==> config.mk <==
export PLATFORM = sky130hd
export DESIGN_NAME = ab_pulse_gen
export DESIGN_NICKNAME = d
export VERILOG_FILES = /design/src/rtl/ab_gen_pkg.sv /design/src/rtl/ab_sym_buf.sv /design/src/rtl/ab_pulse_gen.sv
export SDC_FILE = /design/constraint.sdc
export NUM_CORES = 1
export LEC_CHECK = 0
export BUFFER_PORTS_ARGS = -buffer_cell sky130_fd_sc_hd__buf_4
export CAP_MARGIN = 10
export CELL_PAD_IN_SITES_DETAIL_PLACEMENT = 1
export CELL_PAD_IN_SITES_GLOBAL_PLACEMENT = 1
export CORE_ASPECT_RATIO = 0.9
export CORE_UTILIZATION = 40
export CTS_CLUSTER_DIAMETER = 50
export DETAILED_ROUTE_END_ITERATION = 12
export PLACE_DENSITY = 0.74
export SYNTH_ARGS = -nofsm -noshare
export SYNTH_HDL_FRONTEND = slang
export SYNTH_HIERARCHICAL = 1
export SYNTH_SLANG_ARGS = --single-unit
==> constraint.sdc <==
create_clock -name clk -period 7.7 [get_ports clk]
set_clock_uncertainty 0.05 [all_clocks]
set_input_delay 0.77 -clock clk [delete_from_list [all_inputs] [get_ports clk]]
set_output_delay 0.77 -clock clk [all_outputs]
set_load 0.005 [all_outputs]
==> src/rtl/ab_gen_pkg.sv <==
// Shared types for the a/b pulse generator: FSM state encoding and symbol values.
package ab_gen_pkg;

  typedef enum logic [1:0] {
    ST_IDLE  = 2'd0,
    ST_PULSE = 2'd1,
    ST_GAP   = 2'd2
  } ab_state_t;

  localparam logic SYM_A = 1'b0;
  localparam logic SYM_B = 1'b1;

endpackage

==> src/rtl/ab_sym_buf.sv <==
// Symbol buffer: DEPTH x 1 register array with a fill counter.
// Writes always land at waddr; the caller is expected to pass the current count.
module ab_sym_buf #(
  parameter int DEPTH = 16
) (
  input  logic                       clk,
  input  logic                       resetn,
  input  logic                       we,
  input  logic [$clog2(DEPTH)-1:0]   waddr,
  input  logic                       wdata,
  input  logic                       clr,
  input  logic [$clog2(DEPTH)-1:0]   raddr,
  output logic                       rdata,
  output logic [$clog2(DEPTH+1)-1:0] count
);

  localparam int CW = $clog2(DEPTH + 1);

  logic [DEPTH-1:0] mem;

  // Symbol storage; contents survive reset and clear, only count is discarded.
  always_ff @(posedge clk) begin
    if (we) mem[waddr] <= wdata;
  end

  // Fill counter: clear wins over a write in the same cycle.
  always_ff @(posedge clk) begin
    if (!resetn)  count <= '0;
    else if (clr) count <= '0;
    else if (we)  count <= count + CW'(1);
  end

  assign rdata = mem[raddr];

endmodule

==> src/rtl/ab_pulse_gen.sv <==
// a/b pulse generator top: buffers symbols and plays them back as timed,
// mutually exclusive pulses on a or b separated by idle gaps.
// Optional feature macro: AB_GEN_LOOP_EN adds the loop input for repeated playback.
//
// state | meaning
// IDLE  | loading allowed, waiting for start
// PULSE | a or b held high for PULSE_CYC cycles
// GAP   | both low for GAP_CYC cycles, then next symbol or finish
module ab_pulse_gen
  import ab_gen_pkg::*;
#(
  parameter int DEPTH     = 16,
  parameter int PULSE_CYC = 3,
  parameter int GAP_CYC   = 2
) (
  input  logic                       clk,
  input  logic                       resetn,
  input  logic                       sym_in,
  input  logic                       sym_push,
  input  logic                       clear,
  input  logic                       start,
`ifdef AB_GEN_LOOP_EN
  input  logic                       loop,
`endif
  output logic                       a,
  output logic                       b,
  output logic                       busy,
  output logic                       done,
  output logic [$clog2(DEPTH+1)-1:0] count,
  output logic [1:0]                 state
);

  localparam int CW   = $clog2(DEPTH + 1);
  localparam int IW   = $clog2(DEPTH);
  localparam int TMAX = (PULSE_CYC > GAP_CYC) ? PULSE_CYC : GAP_CYC;
  localparam int TW   = $clog2(TMAX + 1);

  localparam logic [CW-1:0] DEPTH_C  = CW'(DEPTH);
  localparam logic [TW-1:0] PULSE_LD = TW'(PULSE_CYC - 1);
  localparam logic [TW-1:0] GAP_LD   = TW'(GAP_CYC - 1);

  ab_state_t         state_q, state_d;
  logic [IW-1:0]     idx_q, idx_d;
  logic [TW-1:0]     tmr_q, tmr_d;
  logic              a_d, b_d, busy_d, done_d;
  logic              buf_we, buf_clr, rd_sym, loop_en;

`ifdef AB_GEN_LOOP_EN
  assign loop_en = loop;
`else
  assign loop_en = 1'b0;
`endif

  ab_sym_buf #(.DEPTH(DEPTH)) u_buf (
    .clk    (clk),
    .resetn (resetn),
    .we     (buf_we),
    .waddr  (count[IW-1:0]),
    .wdata  (sym_in),
    .clr    (buf_clr),
    .raddr  (idx_d),
    .rdata  (rd_sym),
    .count  (count)
  );

  // Next-state, buffer control and next-output decode; outputs follow the
  // next state so that they are registered yet aligned with state.
  always_comb begin
    state_d = state_q;
    idx_d   = idx_q;
    tmr_d   = tmr_q;
    done_d  = 1'b0;
    buf_we  = 1'b0;
    buf_clr = 1'b0;
    case (state_q)
      ST_IDLE: begin
        if (start && (count != '0)) begin
          state_d = ST_PULSE;
          idx_d   = '0;
          tmr_d   = PULSE_LD;
        end else if (clear) begin
          buf_clr = 1'b1;
        end else if (sym_push && (count != DEPTH_C)) begin
          buf_we = 1'b1;
        end
      end
      ST_PULSE: begin
        if (tmr_q == '0) begin
          state_d = ST_GAP;
          tmr_d   = GAP_LD;
        end else begin
          tmr_d = tmr_q - TW'(1);
        end
      end
      ST_GAP: begin
        if (tmr_q == '0) begin
          if (CW'(idx_q) < (count - CW'(1))) begin
            state_d = ST_PULSE;
            idx_d   = idx_q + IW'(1);
            tmr_d   = PULSE_LD;
          end else if (loop_en) begin
            state_d = ST_PULSE;
            idx_d   = '0;
            tmr_d   = PULSE_LD;
          end else begin
            state_d = ST_IDLE;
            idx_d   = '0;
            tmr_d   = '0;
            done_d  = 1'b1;
          end
        end else begin
          tmr_d = tmr_q - TW'(1);
        end
      end
      default: begin
        state_d = ST_IDLE;
        idx_d   = '0;
        tmr_d   = '0;
      end
    endcase
    a_d    = (state_d == ST_PULSE) && (rd_sym == SYM_A);
    b_d    = (state_d == ST_PULSE) && (rd_sym == SYM_B);
    busy_d = (state_d != ST_IDLE);
  end

  // State, index, timer and output registers with synchronous reset.
  always_ff @(posedge clk) begin
    if (!resetn) begin
      state_q <= ST_IDLE;
      idx_q   <= '0;
      tmr_q   <= '0;
      a       <= 1'b0;
      b       <= 1'b0;
      busy    <= 1'b0;
      done    <= 1'b0;
    end else begin
      state_q <= state_d;
      idx_q   <= idx_d;
      tmr_q   <= tmr_d;
      a       <= a_d;
      b       <= b_d;
      busy    <= busy_d;
      done    <= done_d;
    end
  end

  assign state = state_q;

endmodule

# Word level (Yosys, flattened, before mapping)
# Index checks and enable logic that the tools add are counted.
dict set report word_totals {
  ff_bits 33
  in_bits 6
  out_inout_bits 11
  word_cells 62
}
dict set report classes {
  add_sub_neg 4
  n_lt_le_gt_ge 4
  eq_ne 5
  mux 27
  bitwise 2
  n_reduce_logical 11
}
# cell n
set ops {}
lappend ops {{$bwmux W16} 1}
lappend ops {{$mux W2} 7}
lappend ops {{$mux W4} 3}
lappend ops {{$pmux W2 S3} 2}
lappend ops {{$pmux W4 S3} 1}
lappend ops {{$mux W1} 11}
lappend ops {{$lt A4 B5 Y1 const B} 2}
lappend ops {{$add A5 B1 Y5 const B} 1}
lappend ops {{$logic_and A1 B1 Y1} 5}
lappend ops {{$lt A4 B5 Y1} 1}
lappend ops {{$ne A5 B5 Y1 const B} 1}
lappend ops {{$reduce_bool A5 Y1} 1}
lappend ops {{$sub A5 B1 Y5 const B} 1}
lappend ops {{$add A4 B1 Y4 const B} 1}
lappend ops {{$bmux W1 S4} 1}
lappend ops {{$demux W1 S4} 1}
lappend ops {{$eq A2 B1 Y1 const B} 2}
lappend ops {{$ge A4 B1 Y1 const B} 1}
lappend ops {{$logic_not A2 Y1} 2}
lappend ops {{$reduce_and A3 Y1} 1}
lappend ops {{$eq A2 B2 Y1 const B} 1}
lappend ops {{$ne A2 B2 Y1 const B} 1}
lappend ops {{$not A1 Y1} 2}
lappend ops {{$reduce_bool A2 Y1} 1}
lappend ops {{other kinds (2)} 2}

# Depth between registers and ports, before layout
dict set report logic_depth {
  depth_word 9
  depth_mapped 13
  mapped_depth_nobuf 13
}

# Modules after synthesis
# Netlist, hierarchy kept.
# mod n_inst cells_each area_per_inst_um2 seq_area_each_um2
set modules_own_cells {}
lappend modules_own_cells {ab_sym_buf 1 67 929.6 580.6}
lappend modules_own_cells {ab_pulse_gen 1 90 764.5 240.2}

# Least setup slack after synthesis
# OpenSTA, ideal clock, no wires.
dict set report synth_timing {
  path_kind {register to register}
  from {reg u_buf.count[1]}
  to {reg b}
  setup_time_ns 0.115
  t_arrival_ns 2.827
  t_required_ns 7.535
  path_slack_ns 4.708
  path_stages_with_launch 14
  n_path_buf 0
  period_less_slack_ns 2.992
  path_cell_list {dfxtp_1 > inv_1 > ha_1 > xnor2_1 > ha_1 > o21ai_0 > a22oi_1 > a21boi_0 > nand2b_1 > nand2_1 > mux4_1 > mux2i_1 > mux2i_1 > and2_1}
}
dict set report synth_between {
  elab_chain_len 8
  elab_cells_between_ends 16
  classes_between {add/sub (1); order compare (1); eq/ne (1); mux (10); reduce/logical (3)}
}
# item line_no
set synth_rtl {}
lappend synth_rtl {{from (decl)} ab_sym_buf.sv:14} ;# output logic [$clog2(DEPTH+1)-1:0] count
lappend synth_rtl {{from (signal assigned)} ab_sym_buf.sv:30} ;# else if (we) count <= count + CW'(1);
lappend synth_rtl {{$sub A5 B1 Y5} ab_pulse_gen.sv:97} ;# if (CW'(idx_q) < (count - CW'(1))) begin
lappend synth_rtl {{$lt A4 B5 Y1} ab_pulse_gen.sv:97}
lappend synth_rtl {{$mux W4} ab_pulse_gen.sv:97}
lappend synth_rtl {{$mux W4} ab_pulse_gen.sv:96} ;# if (tmr_q == '0) begin
lappend synth_rtl {{$pmux W4 S3 *} ab_pulse_gen.sv:75} ;# case (state_q)
lappend synth_rtl {{via idx_d[0]} ab_pulse_gen.sv:43} ;# logic [IW-1:0] idx_q, idx_d;
lappend synth_rtl {{$bmux W1 S4 *} ab_sym_buf.sv:33} ;# assign rdata = mem[raddr];
lappend synth_rtl {{$mux W1 (not written as such) *} ab_sym_buf.sv:33}
lappend synth_rtl {{via rd_sym} ab_pulse_gen.sv:46} ;# logic buf_we, buf_clr, rd_sym, loop_en;
lappend synth_rtl {{$logic_and A1 B1 Y1 *} ab_pulse_gen.sv:122} ;# b_d = (state_d == ST_PULSE) && (rd_sym == SYM_B);
lappend synth_rtl {{to (signal assigned)} ab_pulse_gen.sv:133} ;# b <= 1'b0;
lappend synth_rtl {{to (signal assigned)} ab_pulse_gen.sv:141} ;# b <= b_d;
lappend synth_rtl {{to (decl)} ab_pulse_gen.sv:26} ;# output logic b,
# Mark *: on every way through the listed nets, which the timed path passes. The rest lies on a longest branch. The select of a mux whose other input is x is not followed.
# A chain may end at the register's enable or synchronous reset.

# Worst setup path in the final report
dict set report layout_timing {
  from {reg u_buf.count[1]}
  to {reg a}
}
dict set report layout_between {
  elab_chain_len 9
  elab_cells_between_ends 17
  classes_between {add/sub (1); order compare (1); eq/ne (1); mux (10); bitwise (1); reduce/logical (3)}
}
# item line_no
set layout_rtl {}
lappend layout_rtl {{$sub A5 B1 Y5} ab_pulse_gen.sv:97}
lappend layout_rtl {{$lt A4 B5 Y1} ab_pulse_gen.sv:97}
lappend layout_rtl {{$mux W4} ab_pulse_gen.sv:97}
lappend layout_rtl {{$mux W4} ab_pulse_gen.sv:96}
lappend layout_rtl {{$pmux W4 S3 *} ab_pulse_gen.sv:75}
lappend layout_rtl {{via idx_d[0]} ab_pulse_gen.sv:43}
lappend layout_rtl {{$bmux W1 S4 *} ab_sym_buf.sv:33}
lappend layout_rtl {{$mux W1 (not written as such) *} ab_sym_buf.sv:33}
lappend layout_rtl {{via rd_sym} ab_pulse_gen.sv:46}
lappend layout_rtl {{$not A1 Y1 *} ab_pulse_gen.sv:121} ;# a_d = (state_d == ST_PULSE) && (rd_sym == SYM_A);
lappend layout_rtl {{$logic_and A1 B1 Y1 *} ab_pulse_gen.sv:121}
lappend layout_rtl {{to (signal assigned)} ab_pulse_gen.sv:132} ;# a <= 1'b0;
lappend layout_rtl {{to (signal assigned)} ab_pulse_gen.sv:140} ;# a <= a_d;
lappend layout_rtl {{to (decl)} ab_pulse_gen.sv:25} ;# output logic a,
# Marks and branches as above.

==> reports/summary.txt <==
====================================================================================
Final total negative setup slack ......................................         0 ns
Instance count of the mapped netlist ..................................          157
Maximum buffer depth of the clock tree ................................            2
Vias in the first global route ........................................         1179
Routing usage on met1 .................................................       0.2459
Initial core utilization ..............................................       0.4158
Gr ovfl total .........................................................            0
Total GRT Usage .......................................................       0.1789
Top post-synthesis cells by area ...................................... sky130_fd_sc_hd__edfxtp_1, sky130_fd_sc_hd__dfxtp_1, sky130_fd_sc_hd__mux4_1, sky130_fd_sc_hd__nor2_1, sky130_fd_sc_hd__ha_1
Global-route met2 utilization .........................................       0.2743
Cell accounting for the most synthesized area ......................... sky130_fd_sc_hd__edfxtp_1
RSZ-0062 raised after global routing ..................................           no
Layer with the highest usage after global routing .....................         met2
Count of pins over their slew limit ...................................            0
Nature of the critical path endpoint ..................................         flop
Count of different cell masters after synthesis .......................           41
Worst slew margin .....................................................       0.6781
Count of buffers inserted at the top-level ports ......................           16
# diodes ..............................................................            0
Final Worst Setup Slack ...............................................     4.259 ns
Average cell area after synthesis .....................................    10.79 µm²
Detailed Route Iter0 Violations .......................................           70
P_leak ................................................................    0.7003 nW
ANT nets after route ..................................................            0
Post-route minimum period .............................................     3.441 ns
Number of buffers inserted to repair setup after CTS ..................            0
Share of cells above drive strength 1 .................................       0.1742
Worst IR drop on VDD .................................................. 0.00008838 V
Met3 demand-to-capacity share in global routing .......................      0.04259
Global-route wire length before repair ................................     6.030 mm
Crit share post-route .................................................       0.4469
Fraction of post-synthesis cell area in the top cell type by area .....       0.2836
Number of top-level pins ..............................................           17
Final count of hold timing violations .................................            0
Post-synth net total ..................................................          169
Tightest Pin Transition ...............................................    0.4823 ns
Top-count cell post-synth ............................................. sky130_fd_sc_hd__nor2_1
Total of flip-flops plus latches after synthesis ......................           33
Path type of the worst setup path .....................................      reg2reg
Portion of the post-synthesis area used by sequential elements ........       0.4845
Final setup fails .....................................................            0
Die width .............................................................     70.60 µm
Die ar. ...............................................................     4500 µm²
Highest clock rate ....................................................    290.6 MHz
Clock root buffer ..................................................... sky130_fd_sc_hd__clkbuf_8
Share of flip-flops with an asynchronous set or reset after synthesis .            0
Worst-path maximum fanout .............................................           13
Number of flops mapped to enable cells by yosys .......................           16
Top cells by count, synth ............................................. sky130_fd_sc_hd__nor2_1, sky130_fd_sc_hd__dfxtp_1, sky130_fd_sc_hd__edfxtp_1, sky130_fd_sc_hd__nand2_1, sky130_fd_sc_hd__nor3_1
Core outline area .....................................................     4074 µm²
Clock-pin slew on the worst setup and hold paths ......................      0.07 ns
Final routed DRC violation total ......................................            4
Vertical die dimension ................................................     63.74 µm
Outcome ............................................................... complete, but fails checks
Most used DFF post-synth .............................................. sky130_fd_sc_hd__dfxtp_1
Number of placement rows ..............................................           22
Critical Path Start Type ..............................................         flop
TritonCTS clock tree ..................................................         done
Worst setup slack before clock tree synthesis .........................     4.259 ns
Global placement routability congestion ...............................       0.7567
Total power divided by cell area ...................................... 190.3 nW/µm²
Clock H-tree levels ...................................................            2
CP Data Arrival Time ..................................................      3.62 ns
Drt via density .......................................................        5.531
Clock sink count ......................................................           33
Post-synth design cell area ...........................................     1694 µm²
Routed length per instance ............................................     16.64 µm
Skew-Pair Late Insertion Delay ........................................      0.28 ns
Hold buffer count at CTS ..............................................            0
Number of antenna violations at the first check in global routing .....            0
Synthesis-to-finish area growth .......................................       16.40%
Number of vias after detailed routing .................................         1250
Total number of yosys warnings ........................................            6
Number of buffers created by CTS ......................................            5
DPL Wire Length .......................................................     2.790 mm
# resized after CTS ...................................................            0
Final layout net count ................................................          189
Max-cap violations ....................................................            0
Required time reported for the critical path endpoint .................      7.87 ns
Final wirelength ......................................................     3.761 mm
Fill cells ............................................................          450
Pin count of the biggest net entering global routing ..................           17
Violated checks ....................................................... design-rule violations
Worst min path class ..................................................      reg2reg
Length of the first detailed-routing pass in iterations ...............            8
====================================================================================
per-layer routing:
| metal | routed length, µm | up-vias |
|---|---|---|
| li1 | - | 615 |
| met1 | 1841 | 602 |
| met2 | 1741 | 24 |
| met3 | 114 | 9 |
| met4 | 64 | 0 |
| met5 | 0 | - |
cell families after synthesis:
logic type / share of synthesized area
multiplexers: 0.08567
buffers and inverters: 0.01624
XOR/XNOR: 0.03619
adder cells (fa/ha/maj): 0.04431
AO/OA/AOI/OAI: 0.1160
AND/OR/NAND/NOR: 0.2171
flip-flops: 0.4845
placed cells by master (no fill, tap or decap), types with 2 or more instances in the layout:
cell type,Yosys,layout
sky130_fd_sc_hd__o21ai_0,4,4
sky130_fd_sc_hd__nand3b_1,2,2
sky130_fd_sc_hd__mux4_1,4,4
sky130_fd_sc_hd__xor2_1,3,3
sky130_fd_sc_hd__nor2b_1,2,2
sky130_fd_sc_hd__nand3_1,3,3
sky130_fd_sc_hd__dfxtp_1,17,17
sky130_fd_sc_hd__edfxtp_1,16,16
sky130_fd_sc_hd__clkbuf_8,0,5
sky130_fd_sc_hd__a21boi_0,2,2
sky130_fd_sc_hd__nand4_1,2,2
sky130_fd_sc_hd__ha_1,6,6
sky130_fd_sc_hd__a31oi_1,5,5
sky130_fd_sc_hd__a311oi_1,2,2
sky130_fd_sc_hd__xnor2_1,4,4
sky130_fd_sc_hd__nor3_1,7,7
sky130_fd_sc_hd__and2_1,3,3
sky130_fd_sc_hd__a21oi_1,3,3
sky130_fd_sc_hd__buf_4,0,16
sky130_fd_sc_hd__nand2b_1,6,6
sky130_fd_sc_hd__nand2_1,16,16
sky130_fd_sc_hd__mux2i_1,4,4
sky130_fd_sc_hd__inv_1,4,4
sky130_fd_sc_hd__nor2_1,22,22
stage by stage:
stage	instances	hold WS [ns]	cell area (µm²)	utilization	power, mW
after floorplan	157	0.4321	1694	-	0.2091
after global placement	218	0.4635	1862	0.4570	0.2170
after detailed placement	218	0.4940	1862	0.4570	0.2185
after CTS	226	0.5048	1972	0.4840	0.3801
after global routing	226	0.5420	1972	0.4840	0.3913
final	226	0.5085	1972	0.4840	0.3753
final cells by class:
class	count	area, µm²	share of cell area
clock buffer	5	68.82	0.03490
timing repair buffer	16	120.1	0.06091
clock inverter	3	41.29	0.02094
sequential	33	820.8	0.4162
inverter	4	15.01	0.007614
multi-input combinational	117	845.8	0.4289
tap	48	60.06	0.03046
registers in the layout (all words and copies together) (netlist names):
signal / count
u_buf/mem: 16
u_buf/count: 5
idx_q: 4
state: 2
tmr_q: 2
a: 1
b: 1
busy: 1
done: 1
critical path: stages, from the launching register on:
cell and delay [ns]:
sky130_fd_sc_hd__dfxtp_1 0.58, sky130_fd_sc_hd__inv_1 0.09, sky130_fd_sc_hd__ha_1 0.23, sky130_fd_sc_hd__xnor2_1 0.14, sky130_fd_sc_hd__ha_1 0.30, sky130_fd_sc_hd__o21ai_0 0.18
sky130_fd_sc_hd__a22oi_1 0.18, sky130_fd_sc_hd__a21boi_0 0.31, sky130_fd_sc_hd__nand2b_1 0.11, sky130_fd_sc_hd__nand2_1 0.19, sky130_fd_sc_hd__mux4_1 0.58, sky130_fd_sc_hd__mux2i_1 0.14
sky130_fd_sc_hd__mux2i_1 0.10, sky130_fd_sc_hd__and2b_1 0.20
power by group:
part	internal, mW	switching (mW)
Combinational	0.0113	0.0147
Sequential	0.186	0.00284
Clock	0.0953	0.0655
worst paths after layout:
path | from | end | slack (ns) | depth (start not counted)
worst min-delay path | tmr_q[1] | tmr_q[1] | 0.51 | 2
worst min register to register | tmr_q[1] | tmr_q[1] | 0.51 | 2
worst max register to register | u_buf/count[1] | a | 4.26 | 13
worst max-delay path | u_buf/count[1] | a | 4.26 | 13
No activity file was read; power rests on OpenSTA's default activity.
